### config.mk
export PLATFORM = sky130hd
export DESIGN_NAME = branch_predict_unit_flat
export DESIGN_NICKNAME = d
export VERILOG_FILES = /design/src/rtl/bpu_pkg.sv /design/src/rtl/branch_predict_unit_if.sv /design/src/rtl/bpu_entry_table.sv /design/src/rtl/branch_predict_unit.sv /design/src/flat_wrapper.sv
export SDC_FILE = /design/constraint.sdc
export NUM_CORES = 2
export LEC_CHECK = 0
export BUFFER_PORTS_ARGS = -buffer_cell sky130_fd_sc_hd__buf_2
export CAP_MARGIN = 15
export CELL_PAD_IN_SITES_DETAIL_PLACEMENT = 0
export CELL_PAD_IN_SITES_GLOBAL_PLACEMENT = 2
export CORE_ASPECT_RATIO = 0.7
export CORE_MARGIN = 2
export CORE_UTILIZATION = 40
export DETAILED_ROUTE_END_ITERATION = 8
export GPL_TIMING_DRIVEN = 0
export PLACE_DENSITY = 0.78
export SLEW_MARGIN = 25
export SYNTH_ARGS = -nofsm -noshare
export SYNTH_HDL_FRONTEND = slang
export SYNTH_HIERARCHICAL = 1
export SYNTH_SLANG_ARGS = --single-unit
### constraint.sdc
create_clock -name clk -period 22.7 [get_ports clk]
set_input_delay 2.27 -clock clk [delete_from_list [all_inputs] [get_ports clk]]
set_output_delay 2.27 -clock clk [all_outputs]
set_load 0.005 [all_outputs]
### src/rtl/bpu_pkg.sv
// Shared types and helpers for the branch predictor: BTB entry layout, counter
// constants, PC index/tag extraction and saturating counter arithmetic.
package bpu_pkg;

  // Predictor geometry; the top-level parameters default to these values.
  localparam int BPU_PC_W    = 32;
  localparam int BPU_ENTRIES = 16;
  localparam int BPU_CNT_W   = 2;
  localparam int BPU_GHR_W   = 4;
  localparam int BPU_STAT_W  = 32;
  localparam int BPU_IDX_W   = $clog2(BPU_ENTRIES);
  localparam int BPU_TAG_W   = BPU_PC_W - BPU_IDX_W - 2;

  typedef logic [BPU_CNT_W-1:0] bpu_cnt_t;

  localparam bpu_cnt_t CNT_MAX    = '1;
  localparam bpu_cnt_t CNT_WEAK_T = {1'b1, {(BPU_CNT_W-1){1'b0}}};

  typedef struct packed {
    logic                 valid;
    logic [BPU_TAG_W-1:0] tag;
    logic [BPU_PC_W-1:0]  target;
    logic                 is_jump;
    bpu_cnt_t             cnt;
  } bpu_entry_t;

  function automatic logic [BPU_IDX_W-1:0] bpu_pc_index(input logic [BPU_PC_W-1:0] pc);
    return BPU_IDX_W'(pc >> 2);
  endfunction

  function automatic logic [BPU_TAG_W-1:0] bpu_pc_tag(input logic [BPU_PC_W-1:0] pc);
    return BPU_TAG_W'(pc >> (BPU_IDX_W + 2));
  endfunction

  function automatic bpu_cnt_t cnt_sat_inc(input bpu_cnt_t c);
    return (c == CNT_MAX) ? c : c + 1'b1;
  endfunction

  function automatic bpu_cnt_t cnt_sat_dec(input bpu_cnt_t c);
    return (c == '0) ? c : c - 1'b1;
  endfunction

endpackage

### src/rtl/branch_predict_unit_if.sv
// Resolved control-flow bus from execute into the branch predictor.
// Valid-only: the predictor accepts every cycle, so there is no ready signal;
// fields are meaningful only while execute_i_valid is high.
interface branch_predict_unit_if
  import bpu_pkg::*;
#(
  parameter int PC_W = BPU_PC_W
);
  logic            execute_i_valid;
  logic [PC_W-1:0] execute_i_pc;
  logic            execute_i_is_branch;
  logic            execute_i_is_jump;
  logic            execute_i_taken;
  logic [PC_W-1:0] execute_i_target;
  logic            execute_i_mispredict;

  modport master (
    output execute_i_valid, execute_i_pc, execute_i_is_branch, execute_i_is_jump,
    output execute_i_taken, execute_i_target, execute_i_mispredict
  );

  modport slave (
    input execute_i_valid, execute_i_pc, execute_i_is_branch, execute_i_is_jump,
    input execute_i_taken, execute_i_target, execute_i_mispredict
  );
endinterface

### src/rtl/bpu_entry_table.sv
// BTB storage: per-entry valid/tag/target/type/counter with two asynchronous
// read ports (fetch lookup, execute update) and one synchronous write port.
module bpu_entry_table
  import bpu_pkg::*;
#(
  parameter int ENTRIES = BPU_ENTRIES,
  localparam int IDX_W  = $clog2(ENTRIES)
) (
  input  logic             clk,
  input  logic             rst,
  input  logic [IDX_W-1:0] i_lk_idx,
  output bpu_entry_t       o_lk_entry,
  input  logic [IDX_W-1:0] i_up_idx,
  output bpu_entry_t       o_up_entry,
  input  logic             i_wr_en,
  input  logic [IDX_W-1:0] i_wr_idx,
  input  bpu_entry_t       i_wr_entry
);

  // Only the valid bits are reset; payload is don't-care until written.
  logic [ENTRIES-1:0] r_valid;
  bpu_entry_t         r_mem [ENTRIES];

  always_ff @(posedge clk) begin
    if (rst) begin
      r_valid <= '0;
    end else if (i_wr_en) begin
      r_valid[i_wr_idx] <= i_wr_entry.valid;
    end
  end

  always_ff @(posedge clk) begin
    if (!rst && i_wr_en) begin
      r_mem[i_wr_idx] <= i_wr_entry;
    end
  end

  always_comb begin
    o_lk_entry       = r_mem[i_lk_idx];
    o_lk_entry.valid = r_valid[i_lk_idx];
    o_up_entry       = r_mem[i_up_idx];
    o_up_entry.valid = r_valid[i_up_idx];
  end

endmodule

### src/rtl/branch_predict_unit.sv
// BTB + saturating-counter next-PC predictor with resolve/mispredict statistics.
// Optional gshare indexing is enabled by defining BPU_GSHARE_EN.
module branch_predict_unit
  import bpu_pkg::*;
#(
  parameter int PC_W    = BPU_PC_W,
  parameter int ENTRIES = BPU_ENTRIES,
  parameter int CNT_W   = BPU_CNT_W,
  parameter int GHR_W   = BPU_GHR_W,
  parameter int STAT_W  = BPU_STAT_W
) (
  input  logic                  clk,
  input  logic                  rst,
  input  logic [PC_W-1:0]       regF_i_pc,
  output logic [PC_W-1:0]       bpu_o_pre_pc,
  output logic                  bpu_o_taken,
  branch_predict_unit_if.slave  exe,
  output logic [GHR_W-1:0]      bpu_o_ghr,
  output logic [STAT_W-1:0]     bpu_o_resolve_cnt,
  output logic [STAT_W-1:0]     bpu_o_mispred_cnt
);

  localparam int IDX_W = $clog2(ENTRIES);

  logic [IDX_W-1:0]  w_lk_idx;
  logic [IDX_W-1:0]  w_up_idx;
  bpu_entry_t        w_lk_entry;
  bpu_entry_t        w_up_entry;
  bpu_entry_t        w_wr_entry;
  logic              w_wr_en;
  logic              w_lk_hit;
  logic              w_up_hit;
  logic              w_taken;
  logic              w_upd;
  logic              w_upd_branch;
  logic [STAT_W-1:0] r_resolve_cnt;
  logic [STAT_W-1:0] r_mispred_cnt;

  // Jump wins when both type flags are set, so only pure branches shift history.
  assign w_upd        = exe.execute_i_valid && (exe.execute_i_is_branch || exe.execute_i_is_jump);
  assign w_upd_branch = w_upd && !exe.execute_i_is_jump;

`ifdef BPU_GSHARE_EN
  logic [GHR_W-1:0] r_ghr;

  always_ff @(posedge clk) begin
    if (rst) begin
      r_ghr <= '0;
    end else if (w_upd_branch) begin
      r_ghr <= GHR_W'({r_ghr, exe.execute_i_taken});
    end
  end

  assign w_lk_idx  = bpu_pc_index(regF_i_pc) ^ IDX_W'(r_ghr);
  assign w_up_idx  = bpu_pc_index(exe.execute_i_pc) ^ IDX_W'(r_ghr);
  assign bpu_o_ghr = r_ghr;
`else
  assign w_lk_idx  = bpu_pc_index(regF_i_pc);
  assign w_up_idx  = bpu_pc_index(exe.execute_i_pc);
  assign bpu_o_ghr = '0;
`endif

  bpu_entry_table #(
    .ENTRIES (ENTRIES)
  ) u_table (
    .clk        (clk),
    .rst        (rst),
    .i_lk_idx   (w_lk_idx),
    .o_lk_entry (w_lk_entry),
    .i_up_idx   (w_up_idx),
    .o_up_entry (w_up_entry),
    .i_wr_en    (w_wr_en),
    .i_wr_idx   (w_up_idx),
    .i_wr_entry (w_wr_entry)
  );

  // Lookup sees pre-update table contents; reset forces the fall-through guess.
  assign w_lk_hit     = w_lk_entry.valid && (w_lk_entry.tag == bpu_pc_tag(regF_i_pc));
  assign w_taken      = !rst && w_lk_hit && (w_lk_entry.is_jump || w_lk_entry.cnt[CNT_W-1]);
  assign bpu_o_taken  = w_taken;
  assign bpu_o_pre_pc = w_taken ? w_lk_entry.target : regF_i_pc + PC_W'(4);

  assign w_up_hit = w_up_entry.valid && (w_up_entry.tag == bpu_pc_tag(exe.execute_i_pc));

  always_comb begin
    w_wr_en    = 1'b0;
    w_wr_entry = w_up_entry;
    if (w_upd) begin
      if (exe.execute_i_is_jump) begin
        w_wr_en    = 1'b1;
        w_wr_entry = '{valid:   1'b1,
                       tag:     bpu_pc_tag(exe.execute_i_pc),
                       target:  exe.execute_i_target,
                       is_jump: 1'b1,
                       cnt:     CNT_MAX};
      end else if (w_up_hit) begin
        w_wr_en            = 1'b1;
        w_wr_entry.is_jump = 1'b0;
        if (exe.execute_i_taken) begin
          w_wr_entry.cnt    = cnt_sat_inc(w_up_entry.cnt);
          w_wr_entry.target = exe.execute_i_target;
        end else begin
          w_wr_entry.cnt    = cnt_sat_dec(w_up_entry.cnt);
        end
      end else if (exe.execute_i_taken) begin
        // Taken miss allocates, evicting whatever aliased into this slot.
        w_wr_en    = 1'b1;
        w_wr_entry = '{valid:   1'b1,
                       tag:     bpu_pc_tag(exe.execute_i_pc),
                       target:  exe.execute_i_target,
                       is_jump: 1'b0,
                       cnt:     CNT_WEAK_T};
      end
    end
  end

  always_ff @(posedge clk) begin
    if (rst) begin
      r_resolve_cnt <= '0;
      r_mispred_cnt <= '0;
    end else if (w_upd) begin
      if (r_resolve_cnt != '1) begin
        r_resolve_cnt <= r_resolve_cnt + 1'b1;
      end
      if (exe.execute_i_mispredict && (r_mispred_cnt != '1)) begin
        r_mispred_cnt <= r_mispred_cnt + 1'b1;
      end
    end
  end

  assign bpu_o_resolve_cnt = r_resolve_cnt;
  assign bpu_o_mispred_cnt = r_mispred_cnt;

endmodule

### src/flat_wrapper.sv
// flat-port wrapper written by rule: the top's interface ports become plain ports
module branch_predict_unit_flat import bpu_pkg::*;
#(
  parameter int PC_W    = BPU_PC_W,
  parameter int ENTRIES = BPU_ENTRIES,
  parameter int CNT_W   = BPU_CNT_W,
  parameter int GHR_W   = BPU_GHR_W,
  parameter int STAT_W  = BPU_STAT_W
)
  (clk, rst, regF_i_pc, bpu_o_pre_pc, bpu_o_taken, bpu_o_ghr, bpu_o_resolve_cnt, bpu_o_mispred_cnt, exe_execute_i_valid, exe_execute_i_pc, exe_execute_i_is_branch, exe_execute_i_is_jump, exe_execute_i_taken, exe_execute_i_target, exe_execute_i_mispredict);
  branch_predict_unit_if #(.PC_W(PC_W)) exe_i ();
  input  logic clk;
  input  logic rst;
  input  logic [PC_W-1:0] regF_i_pc;
  output logic [PC_W-1:0] bpu_o_pre_pc;
  output logic bpu_o_taken;
  output logic [GHR_W-1:0] bpu_o_ghr;
  output logic [STAT_W-1:0] bpu_o_resolve_cnt;
  output logic [STAT_W-1:0] bpu_o_mispred_cnt;
  input wire logic [$bits(exe_i.execute_i_valid)-1:0] exe_execute_i_valid;
  input wire logic [$bits(exe_i.execute_i_pc)-1:0] exe_execute_i_pc;
  input wire logic [$bits(exe_i.execute_i_is_branch)-1:0] exe_execute_i_is_branch;
  input wire logic [$bits(exe_i.execute_i_is_jump)-1:0] exe_execute_i_is_jump;
  input wire logic [$bits(exe_i.execute_i_taken)-1:0] exe_execute_i_taken;
  input wire logic [$bits(exe_i.execute_i_target)-1:0] exe_execute_i_target;
  input wire logic [$bits(exe_i.execute_i_mispredict)-1:0] exe_execute_i_mispredict;
  assign exe_i.execute_i_valid = exe_execute_i_valid;
  assign exe_i.execute_i_pc = exe_execute_i_pc;
  assign exe_i.execute_i_is_branch = exe_execute_i_is_branch;
  assign exe_i.execute_i_is_jump = exe_execute_i_is_jump;
  assign exe_i.execute_i_taken = exe_execute_i_taken;
  assign exe_i.execute_i_target = exe_execute_i_target;
  assign exe_i.execute_i_mispredict = exe_execute_i_mispredict;
  branch_predict_unit #(.PC_W(PC_W), .ENTRIES(ENTRIES), .CNT_W(CNT_W), .GHR_W(GHR_W), .STAT_W(STAT_W)) u_core (.clk(clk), .rst(rst), .regF_i_pc(regF_i_pc), .bpu_o_pre_pc(bpu_o_pre_pc), .bpu_o_taken(bpu_o_taken), .exe(exe_i), .bpu_o_ghr(bpu_o_ghr), .bpu_o_resolve_cnt(bpu_o_resolve_cnt), .bpu_o_mispred_cnt(bpu_o_mispred_cnt));
endmodule
Yosys cells after proc, flatten, opt, wreduce, memory -nomap -nowiden
Memories as Yosys holds them, arrays and structs flattened.
Cells that the tools add are included.
{"block": "totals", "regBits": 80, "ramBits": 992, "in_bits": 103, "out_inout_bits": 101, "n_memories": 1}
{"name": "u_core.u_table.r_mem", "depth": 16, "width": 62, "rd": 2, "rd_ports_with_merged_regs": 0, "wr": 1, "line_no": "bpu_entry_table.sv:22", "source": "bpu_entry_t r_mem [ENTRIES];"}
{"block": "classes", "n_addsub": 5, "order_cmp": 3, "eq_ne": 5, "muxes": 23, "reduce_logical": 14}
{"cell": "62-bit two-way mux", "n": 3}
{"cell": "32-bit by 1-bit adder with 32-bit output (second input constant)", "n": 2}
{"cell": "32-bit two-way mux", "n": 2}
{"cell": "32-bit != test (second input constant)", "n": 2}
{"cell": "26-bit == test", "n": 2}
{"cell": "35-bit two-way mux", "n": 1}
{"cell": "32-bit by 3-bit adder with 32-bit output (second input constant)", "n": 1}
{"cell": "27-bit two-way mux", "n": 1}
{"cell": "16-bit bitwise mux", "n": 1}
{"cell": "4-bit by 5-bit < comparator with 1-bit output (second input constant)", "n": 2}
{"cell": "1-bit two-way mux", "n": 9}
{"cell": "1-bit binary-select mux with 4-bit select", "n": 2}
{"cell": "1-bit logical AND", "n": 8}
{"cell": "2-bit two-way mux", "n": 3}
{"cell": "1-bit demux with 4-bit select", "n": 1}
{"cell": "4-bit by 1-bit greater-or-equal comparator with 1-bit output (second input constant)", "n": 1}
{"cell": "2-bit AND reduction", "n": 2}
{"cell": "2-bit by 1-bit adder with 2-bit output (second input constant)", "n": 1}
{"cell": "2-bit == test (second input constant)", "n": 1}
{"cell": "2-bit logical NOT", "n": 1}
{"cell": "1-bit logical OR", "n": 2}
{"cell": "2-bit by 1-bit subtractor with 2-bit output (second input constant)", "n": 1}
{"cell": "1-bit logical NOT", "n": 1}

Logic depth before layout (Yosys ltp)
{"block": "logic_depth", "ltp_word": 9, "depth_mapped": 15, "depth_no_buf": 11}

Hierarchy
The synthesis kept the hierarchy.
{"module": "bpu_entry_table", "instances": 1, "cells_per_inst": 2130, "area_each_um2": 44546.5, "seq_area_each_um2": 29628.4}
{"module": "branch_predict_unit", "instances": 1, "cells_per_inst": 692, "area_each_um2": 5669.2, "seq_area_each_um2": 1281.2}

Worst setup path after synthesis
Ideal clock, no wire load.
{"block": "synth_path", "path_kind": "input to register", "startpoint": "input port exe_execute_i_pc[2]", "endpoint": "memory u_core/u_table/r_mem[0][0] in the netlist's numbering (enable)", "t_arrival_ps": 9529, "required_ps": 22145, "setup_slack_ps": 12616, "cell_stages": 15, "n_path_buf": 4, "cell_sequence": "buf_2 > buf_6 > buf_2 > mux4_2 > a22oi_1 > nand2_1 > xnor2_1 > nand4_1 > nor4_1 > nand2_1 > a21oi_1 > clkbuf_1 > nor3b_1 > nand2b_1 > nor3_1"}
{"element": "from (decl)", "line_no": "flat_wrapper.sv:21", "source": "input wire logic [$bits(exe_i.execute_i_pc)-1:0] exe_execute_i_pc;"}
{"element": "to (decl)", "line_no": "bpu_entry_table.sv:22"}

==> qor.txt <==
Via Count = 32.0k
Die X = 427 um
Crit-path slowest cell = buf_1
Layout Skew = 0.0324 ns
Post-CTS Resized = 0
Global-route wire length before repair = 232000 um
Die area = 128000 um2
Final routed DRC violation total = 0
Final setup violation count = 0
Max_cap viols = 0
NetSw = 1040 uW
Pin slew with the least headroom to its limit = 1.18 ns
Global-route usage over all layers = 25.4%
Post-CTS setup buffer count = 0
Required time of the worst setup path = 20.43 ns
Clock share of power = 40.6%
Vias in the first global route = 32.1k
Clock-pin slew on the worst setup and hold paths = 0.06 ns
Worst r2r src = u_core/u_table/r_mem[1][50]
Synth Warn # = 6
Initial core utilization = 40.4%
End of the critical path = bpu_o_pre_pc[7]
Dpl ws = 12.86 ns
Core box area = 124000 um2
Routability congestion estimate from global placement = 0.855
VDD IR max = 0.0639 mV
Port Buffer Count = 194
Highest net fanout along the worst path = 10
Net switching fraction of the power = 23.7%
Synth-to-Final Area Change = 16.5%
Min-Delay Path Class = flip-flop to flip-flop
Final ANT Viol Nets = 0
Crit path capture type = output port
DP HPWL = 116000 um
Seq pwr share = 49.7%
Total power = 4390 uW
Critical R2R Capture = u_core/u_table/r_mem[0][32]
Root Driver = clkbuf_16
Initial drt markers = 4523
Max H-tree Level = 3
Footprint of the multi-input gates = 18300 um2
Minimum clock period = 9.85 ns
Row cnt = 108
Max Clock Freq = 101 MHz
Synth Cell Area = 50100 um2
Clock Sinks = 1056
WP data arrival = 7.58 ns
Final hold vios = 0
CTS Buf Count = 105
Clock buffer depth = 3
CP Class = input port to output port
Core Util, Final = 47.0%
Syn Inst Count = 2815
I/O pin cnt = 204
Drt first pass iters = 8
Die extent in y = 300 um
Total negative slack = 0 ns
PD cells = 75.2 nW/um2
Critical Path Source Type = input port
Avg Cell Area, Syn = 17.8 um2
Initial antenna violation count = 12
Final WS setup = 12.85 ns
Post-CTS Hold Fix Bufs = 0
RSZ-0062 raised after global routing = false
Layout cells sized above 1 = 34.5%
Layout Nets = 3299
Pin count of the biggest net entering global routing = 18
Slew headroom = 21.6%
Crit share post-route = 43.4%
CP Launch Point = regF_i_pc[3]
TritonCTS clock tree = built
Lkg Pwr = 0.0186 uW
R2r setup slk = 15.94 ns
Final WL = 165000 um
Avg WL per Cell = 33.4 um
Clock latency on the worst-skew pair = 0.72 ns
Outcome = completed
Comb power frac = 9.7%
Worst path cell trace = buf_2 -> buf_2 -> buf_2 -> buf_1 -> mux4_2 -> a22oi_1 -> nand2_1 -> xnor2_1 -> nand4b_1 -> or4b_2 -> nor4_2 -> buf_2 -> mux2_2 -> buf_2
Vias/cell = 6.49
Grt ovf = 0
Fillers = 10.4k
Register area = 30900 um2
Crit path largest cell delay = 0.79 ns
Final Max Slew Viols = 0
CP dominant cell by count = buf_2
Reg2reg path depth = 17
Pint = 3350 uW
Worst Hold Slack = 0.495 ns
## worst max-delay path, delay by kind of cell
family	cells	cell delay [ns]
simple gates	4	1.60
buf+inv	6	2.29
xor+xnor	1	0.27
compound gates	1	0.24
mux	2	0.85
## placed cells by master (no fill, tap or decap), drive strengths merged, types with 4 or more instances in the layout
cell and count:
xnor2 76, dfxtp 80, and3 6, bufinv 15
a22oi 248, mux4 492, clkbuf 231, diode 5
nand2 164, and2 6, o21ai 40, conb 4
a2111oi 6, inv 18, edfxtp 976, nor4 20
xor2 22, a21oi 54, nand3 46, nor2 65
nand2b 9, or4 22, nand4 47, buf 372
mux2 99, nor2b 17, or3 21, clkinv 49
and4 7, o31ai 16, nor3 11
## routing by layer
layer	vias to the layer above	global-route usage, %	wire length (um)
met5	-	0	21
met4	4	8.01	5240
met3	298	5.69	17800
met2	2043	39.1	76600
met1	16900	36.1	64900
li1	12700	-	-
## stage by stage
step / instance area, um2 / cells
2_1_floorplan: 50100 / 2818
3_5_place_dp: 54900 / 4736
4_1_cts: 58300 / 4927
6_report: 58400 / 4932
5_1_grt: 58400 / 4929
3_3_place_gp: 53200 / 4662
## power by group through the flow
stage / clock (uW) / combinational [uW] / sequential (uW)
6_report: 1780 / 425 / 2180
5_1_grt: 1880 / 444 / 2180
4_1_cts: 1810 / 419 / 2180
3_5_place_dp: 0 / 418 / 2220
3_3_place_gp: 0 / 397 / 2220
2_1_floorplan: 0 / 253 / 2220
## layout make-up
cell class	instances	area share (%)
Sequential cell	1056	53.0
Timing Repair Buffer	268	4.35
Buffer	212	1.85
Clock inverter	68	1.28
Antenna cell	5	0.0214
Clock buffer	123	4.62
Multi-Input combinational cell	1535	31.3
Tap cell	1650	3.54
Inverter	15	0.0965
## worst min path at each step
stage	startpoint	end	slack, ns	depth (start not counted)
3_5_place_dp	u_core/u_table/r_valid[5]	u_core/u_table/r_valid[5]	0.48	2
3_3_place_gp	u_core/u_table/r_valid[7]	u_core/u_table/r_valid[7]	0.48	2
6_report	u_core/bpu_o_mispred_cnt[30]	u_core/bpu_o_mispred_cnt[30]	0.50	2
2_1_floorplan	u_core/u_table/r_valid[0]	u_core/u_table/r_valid[0]	0.46	2
4_1_cts	u_core/u_table/r_valid[5]	u_core/u_table/r_valid[5]	0.49	2
5_1_grt	u_core/u_table/r_valid[3]	u_core/u_table/r_valid[3]	0.51	2
## state kept, by name, indices dropped and copies added (netlist names)
| name | flops |
|---|---|
| u_core/bpu_o_mispred_cnt | 32 |
| u_core/u_table/r_mem | 976 |
| u_core/bpu_o_resolve_cnt | 32 |
| u_core/u_table/r_valid | 16 |
(Power assumes the default switching activity.)
